--- config.mk ---
export PLATFORM = sky130hd
export DESIGN_NAME = req_rr_arbiter
export DESIGN_NICKNAME = d
export VERILOG_FILES = /design/src/rtl/req_arb_pkg.sv /design/src/rtl/rr_pick.sv /design/src/rtl/req_rr_arbiter.sv
export SDC_FILE = /design/constraint.sdc
export NUM_CORES = 1
export LEC_CHECK = 0
export BUFFER_PORTS_ARGS = -buffer_cell sky130_fd_sc_hd__buf_2
export CORE_UTILIZATION = 45
export CTS_BUF_LIST = sky130_fd_sc_hd__clkbuf_8
export CTS_CLUSTER_DIAMETER = 40
export DETAILED_ROUTE_END_ITERATION = 6
export PLACE_DENSITY = 0.76
export SKIP_LAST_GASP = 1
export SYNTH_ARGS = -nofsm -noshare
export SYNTH_HDL_FRONTEND = slang
export SYNTH_HIERARCHICAL = 1
export SYNTH_SLANG_ARGS = --single-unit
--- constraint.sdc ---
create_clock -name clk -period 4.1 [get_ports clk]
set_input_delay 1.23 -clock clk [delete_from_list [all_inputs] [get_ports clk]]
set_output_delay 1.23 -clock clk [all_outputs]
set_load 0.02 [all_outputs]
--- src/rtl/req_arb_pkg.sv ---
// Shared defaults, FSM state type and one-hot helper for the request arbiter.
package req_arb_pkg;

   localparam int N    = 8;
   localparam int IDXW = $clog2(N);

   typedef enum logic {
      IDLE  = 1'b0,
      OFFER = 1'b1
   } state_t;

   function automatic logic [IDXW-1:0] onehot2idx(input logic [N-1:0] oh);
      logic [IDXW-1:0] idx;
      idx = '0;
      for (int unsigned i = 0; i < N; i++) begin
         if (oh[i]) idx = idx | IDXW'(i);
      end
      return idx;
   endfunction

endpackage

--- src/rtl/rr_pick.sv ---
// Combinational one-hot pick: first set bit after ptr with wrap-around.
// With REQ_ARB_FIXED_PRIO_EN defined it becomes a plain lowest-index pick.
module rr_pick #(
   parameter int N    = req_arb_pkg::N,
   parameter int IDXW = $clog2(N)
) (
   input  logic [N-1:0]    vec,
`ifndef REQ_ARB_FIXED_PRIO_EN
   input  logic [IDXW-1:0] ptr,
`endif
   output logic [N-1:0]    gnt
);

   logic found;

`ifdef REQ_ARB_FIXED_PRIO_EN
   always_comb begin
      gnt   = '0;
      found = 1'b0;
      for (int unsigned i = 0; i < N; i++) begin
         if (!found && vec[i]) begin
            gnt[i] = 1'b1;
            found  = 1'b1;
         end
      end
   end
`else
   logic [IDXW-1:0] idx;

   // N is a power of two, so truncating ptr+k to IDXW bits is the modulo wrap
   always_comb begin
      gnt   = '0;
      found = 1'b0;
      idx   = '0;
      for (int unsigned k = 1; k <= N; k++) begin
         idx = ptr + IDXW'(k);
         if (!found && vec[idx]) begin
            gnt[idx] = 1'b1;
            found    = 1'b1;
         end
      end
   end
`endif

endmodule

--- src/rtl/req_rr_arbiter.sv ---
// Pending-request collector with registered one-hot grant and valid/ready handshake.
// Round-robin by default; REQ_ARB_FIXED_PRIO_EN selects fixed lowest-index priority.
module req_rr_arbiter #(
   parameter int N    = req_arb_pkg::N,
   parameter int IDXW = $clog2(N)
) (
   input  logic         clk,
   input  logic         rst,
   input  logic [N-1:0] req_in,
   output logic [N-1:0] grant,
   output logic         grant_valid,
   input  logic         grant_ready,
   output logic [N-1:0] pending,
   output logic         lost,
   input  logic         lost_clr
);
   import req_arb_pkg::*;

   state_t       state, state_d;
   logic [N-1:0] grant_d, pending_d, accepted, rem, pick_vec, pick_gnt;
   logic         valid_d, lost_d, hs;

`ifndef REQ_ARB_FIXED_PRIO_EN
   localparam int NPKG = req_arb_pkg::N;
   logic [IDXW-1:0] ptr, ptr_d, grant_idx, pick_ptr;

   assign grant_idx = IDXW'(onehot2idx(NPKG'(grant)));
   // In OFFER the next pick must already use the post-handshake pointer
   assign pick_ptr  = (state == OFFER) ? grant_idx : ptr;
`endif

   assign hs       = grant_valid & grant_ready;
   assign accepted = hs ? grant : '0;
   assign rem      = pending & ~grant;
   // One picker serves both states: IDLE picks from pending, OFFER from the remainder
   assign pick_vec = (state == OFFER) ? rem : pending;

   rr_pick #(
      .N    (N),
      .IDXW (IDXW)
   ) u_pick (
      .vec (pick_vec),
`ifndef REQ_ARB_FIXED_PRIO_EN
      .ptr (pick_ptr),
`endif
      .gnt (pick_gnt)
   );

   always_comb begin
      pending_d = (pending & ~accepted) | req_in;
      lost_d    = (|(req_in & pending & ~accepted)) | (lost & ~lost_clr);
      state_d   = state;
      grant_d   = grant;
      valid_d   = grant_valid;
`ifndef REQ_ARB_FIXED_PRIO_EN
      ptr_d     = ptr;
`endif
      case (state)
         IDLE: begin
            if (|pending) begin
               grant_d = pick_gnt;
               valid_d = 1'b1;
               state_d = OFFER;
            end else begin
               grant_d = '0;
               valid_d = 1'b0;
            end
         end
         OFFER: begin
            if (hs) begin
`ifndef REQ_ARB_FIXED_PRIO_EN
               ptr_d = grant_idx;
`endif
               if (|rem) begin
                  grant_d = pick_gnt;
               end else begin
                  grant_d = '0;
                  valid_d = 1'b0;
                  state_d = IDLE;
               end
            end
         end
         default: begin
            grant_d = '0;
            valid_d = 1'b0;
            state_d = IDLE;
         end
      endcase
   end

   always_ff @(posedge clk) begin
      if (rst) begin
         state       <= IDLE;
         grant       <= '0;
         grant_valid <= 1'b0;
         pending     <= '0;
         lost        <= 1'b0;
`ifndef REQ_ARB_FIXED_PRIO_EN
         ptr         <= IDXW'(N - 1);
`endif
      end else begin
         state       <= state_d;
         grant       <= grant_d;
         grant_valid <= valid_d;
         pending     <= pending_d;
         lost        <= lost_d;
`ifndef REQ_ARB_FIXED_PRIO_EN
         ptr         <= ptr_d;
`endif
      end
   end

endmodule
Yosys cells after proc, flatten, opt, wreduce, memory -nomap -nowiden
Index checks and enable logic that the tools add are counted.
Widths: inputs -> output; s select.

operators by class
  reductions and logical operators = 27
  bitwise operators = 19
  multiplexer cells = 68
  order comparisons = 16
  add/subtract/negate cells = 7
  equal/unequal tests = 2

operator list
  kind                 count
  $mux 8               13
  $or 8x8->8           8
  $and 8x8->8          4
  $lt 3x4->1 const B   8
  $mux 1               29
  $bmux 1 s3           8
  $demux 1 s3          8
  $ge 3x1->1 const B   8
  $reduce_or 8->1      3
  $not 8->8            2
  $pmux 8 s2           1
  $logic_and 1x1->1    15
  $mux 3               5
  $add 3x3->3 const B  4
  $logic_not 1->1      7
  $add 3x2->3 const B  2
  $mux 2               2
  $pmux 1 s2           2
  $reduce_and 2->1     2
  $add 3x1->3 const B  1
  $and 1x1->1          2
  $ne 2x1->1 const B   1
  $ne 2x2->1 const B   1
  $not 1->1            2
  $or 1x1->1           1

storage, ports and cells
  flip-flop bits (word level) = 22
  input port bits = 12
  word-level logic and storage cells = 145
  output and inout bits = 18

Logic depth before layout (Yosys ltp)
  depth after elaboration = 36
  depth in mapped cells = 15
  depth with buffers taken out = 12

Hierarchy
The synthesis kept the hierarchy.

by module, submodules not included
  module          sequential area each (um^2)  cells each  times used  area each (um^2)
  req_rr_arbiter  440.4                        134         1           1034.7
  rr_pick         0.0                          103         1           930.9

Least setup slack after synthesis
Ideal clock, no wire load.

  kind = reg-to-reg
  from = register grant[7]
  to = register grant[0]
  slack = 205 ps
  arrival = 3824 ps
  required time = 4029 ps
  buffers on the path = 2
  cell stages (with the launch flop) = 15
  clock period less this slack = 3895 ps
  setup time = 71 ps
  cells stage by stage = dfxtp_1 nor4_1 a21oi_1 buf_6 inv_1 clkbuf_1 ha_1 xnor2_1 mux4_2 nor4b_1 a22o_1 a21oi_1 o221ai_1 nand2_1 a21oi_1

between the ends
  word-level cells in the longest chain between the ends = 30
  elaborated cells on any way between the ends = 109
  those cells by class = add/sub (7); order compare (16); mux (54); bitwise (9); reduce/logical (23)

ends and longest elaborated chain
  what                                                                 RTL line               RTL
  from (decl)                                                          req_rr_arbiter.sv:10   output logic [N-1:0] grant,
  from (signal assigned)                                               req_rr_arbiter.sv:103  grant <= grant_d;
  $mux 3 *                                                             req_arb_pkg.sv:16      if (oh[i]) idx = idx | IDXW'(i);
  $mux 3 *                                                             req_rr_arbiter.sv:29   assign pick_ptr = (state == OFFER) ? grant_idx : ptr;
  net pick_ptr[0]                                                      req_rr_arbiter.sv:25   logic [IDXW-1:0] ptr, ptr_d, grant_idx, pick_ptr;
  parallel branches: the longest is 24 deep, another holds $lt 3x4->1  --
  $mux 8 *                                                             rr_pick.sv:37          if (!found && vec[idx]) begin
  net pick_gnt[0]                                                      req_rr_arbiter.sv:20   logic [N-1:0] grant_d, pending_d, accepted, rem, pick_vec, pick_gnt;
  $mux 8                                                               req_rr_arbiter.sv:74   if (|rem) begin
  $mux 8                                                               req_rr_arbiter.sv:70   if (hs) begin
  $pmux 8 s2 *                                                         req_rr_arbiter.sv:58   case (state)

Mark *: on every way through the listed nets, which the timed path passes. The select of a mux whose other input is x is not followed.
A chain may end at the register's enable or synchronous reset.

Worst setup path after layout
  from = register grant[7]
  to = register grant[4]

Same word-level chain as after synthesis.

==> impl_metrics.py <==
metrics = {
    "power_and_ir_drop": {
        "power_density_mw_per_mm2": 1050,
        "p_leak_nw": 0.952,
        "power.total_mw": 2.37,
        "peakVddDrop_uv": 424,
    },
    "cts": {
        "path_clk_slew_ns": 0.08,
        "holdBufCountCts": 0,
        "cts_root_buf": "clkbuf_8",
        "clock-sinks": 22,
        "cts_resized": 0,
        "clk_path_buf_depth": 2,
        "cts.htree.levels": 1,
        "tritoncts": "done",
        "post_cts_buffers": 0,
        "numCtsBuffers": 3,
        "clk_latency_ns": 0.26,
    },
    "critical_path": {
        "critPathMaxStageDelay_ns": 0.60,
        "reg2reg_from": "grant[7]$_SDFFE_PP0P_",
        "slowest_stage": "mux4_2",
        "path_cells": "nor4_1 -> a21oi_2 -> buf_4 -> inv_1 -> ha_1 -> xnor2_1 -> mux4_2 -> nor4_4 -> nand3_1 -> a311oi_1 -> mux2_2 -> nand2_1 -> a21oi_1",
        "startpoint": "grant[7]$_SDFFE_PP0P_",
        "crit_type": "reg2reg",
        "arrival_ns": 3.90,
        "path_max_fanout": 22,
        "cp-start-kind": "register",
        "cp_top_family": "simple AND/OR/NAND/NOR gates",
        "path_buf_inv": 2,
        "worstPathRequired_ns": 4.29,
        "cp-end-kind": "register",
    },
    "sta": {
        "worstMarginPinSlew_ns": 0.809,
        "holdWs_ns": 0.483,
        "finalSetupViolCount": 0,
        "slew_headroom": 0.456,
        "fmax_mhz": 270,
        "post-route-period-util": 0.904,
        "fin_crit_ns": 3.70,
        "clock_skew_ns": 0.00476,
        "hold_viol_final": 0,
        "setup_tns_ns": 0,
        "slew_violations": 0,
        "rsz0062_at_grt": "no",
    },
    "detailed_routing": {
        "avgRoutedWirePerCell_um": 16.9,
        "drt-initial-drc-count": 204,
        "drc": 0,
        "detail-route-antenna-nets": 0,
        "viasPerCell": 6.20,
        "drt_first_pass_iters": 4,
        "num_vias": 1985,
        "routed_wl_mm": 5.40,
    },
    "grt": {
        "grt_pass1_wl_mm": 8.61,
        "grt_pass1_vias": 1774,
        "grt_max_degree": 23,
        "grt_usage": 0.248,
        "grt_antenna_before_repair": 0,
        "grt-ovfl-total": 0,
    },
    "logic_synthesis": {
        "yosysTopAreaCell": "dfxtp_1",
        "yosys_warnings": 6,
        "syn_area_mm2": 0.00197,
        "synth_edf_count": 0,
        "synth_seq_area_share": 0.224,
        "synth_cell_types": 49,
        "ys_dominant_reg_cell": "dfxtp_1",
        "avgSynthCellArea_um2": 8.29,
        "synth_nets": 255,
        "postSynth.asyncResetShare": 0,
        "synth-seq-cells": 22,
        "synth_top_area_share": 0.224,
        "ys_top_cells_by_count": "31 x nand2_1, 25 x a21oi_1, 22 x dfxtp_1, 22 x nor2_1, 13 x inv_1",
        "yosys.cell_count.top_type": "nand2_1",
        "synth_cells": 237,
        "netlist_top_cells_area": "dfxtp_1 22%, mux4_2 8.0%, mux2_2 6.9%",
    },
    "finish": {
        "drive_gt1_frac": 0.274,
        "seq_area_um2": 440,
        "nets": 289,
        "multiInputGateArea_mm2": 0.00143,
        "fin_area_mm2": 0.00226,
        "fill_cells": 379,
        "diodes": 0,
        "utilization": 0.553,
        "area_delta_synth_final_pct": 14.9,
    },
    "floorplan": {
        "floorplan.initialDensity": 0.481,
        "die_h_um": 68.1,
        "die_x_um": 68.1,
        "die_area_mm2": 0.00464,
        "row_count": 23,
        "boundaryPins": 30,
        "coreArea_mm2": 0.00409,
    },
    "placement": {
        "gp_congestion": 0.882,
        "hpwl_mm": 4.17,
        "dpl_cell_area_mm2": 0.00220,
        "portBuffers": 29,
    },
    "run": {
        "maxCapViolations": 0,
    },
    "status": {
        "status": "finished, final reports clean",
    },
    "hold_path": {
        "hold_path_class": "reg2reg",
        "worstHoldStart": "ptr[0]$_SDFFE_PP1P_",
    },
}
## cell usage in the layout (no fill, tap or decap), types with 3 or more instances in the layout
cell type	count
mux2_2	12
nand3_1	6
and3_1	3
nand2b_1	4
a21oi_1	24
a31oi_1	3
nor3_1	3
o22ai_1	3
nand2_1	31
ha_1	6
a221oi_1	4
a21boi_0	3
buf_2	29
buf_4	10
dfxtp_1	22
nor4_1	6
a22o_1	4
o21ai_0	3
nor2_1	22
o221ai_1	4
clkbuf_8	4
mux4_2	7
mux2i_1	9
inv_1	13
and2_1	5
## per-stage QoR
stage                     setup WS [ns]  std cells
after floorplan                   0.205        237
after global placement            0.439        316
after detailed placement          0.368        316
after CTS                         0.358        320
after global routing             0.0770        320
final                             0.395        320
## worst paths after layout
kind,depth (start not counted),endpoint,slack (ns)
setup / recovery,13,grant[4]$_SDFFE_PP0P_,0.40
hold / removal,1,ptr[0]$_SDFFE_PP1P_,0.48
setup reg to reg,13,grant[4]$_SDFFE_PP0P_,0.40
hold reg to reg,1,ptr[0]$_SDFFE_PP1P_,0.48
## flip-flops by register name (all words and copies together) (netlist names)
name	flops
grant_valid	1
state	1
pending	8
ptr	3
lost	1
grant	8
## cells by family (layout without fill, tap and decap cells)
| group | after synthesis | in the layout | synth area share |
|---|---|---|---|
| flops | 22 | 22 | 0.224 |
| compound gates | 62 | 62 | 0.224 |
| xor+xnor | 3 | 3 | 0.0134 |
| buf+inv | 23 | 56 | 0.0535 |
| simple gates | 92 | 92 | 0.244 |
| mux | 29 | 29 | 0.202 |
| fa+ha+maj | 6 | 6 | 0.0382 |
## report_power, final
group	internal (mW)	total [mW]	switching (mW)
Sequential	0.255	0.321	0.0665
Clock	0.0855	0.155	0.0698
Combinational	0.835	1.89	1.06
## routing by layer
metal  vias up  part of all wire  global-route usage
li1        961                 -                   -
met5         -                 0                   0
met1       939              0.44               0.322
met4         0             0.017              0.0833
met3         9             0.044              0.0167
met2        76              0.49               0.431
## final cells by class
cell class | instances | share of cell area
multi-input combinational | 192 | 0.634
sequential | 22 | 0.195
timing repair buffer | 39 | 0.0975
tap | 50 | 0.0277
clock buffer | 4 | 0.0244
inverter | 13 | 0.0216
(Power assumes the default switching activity.)
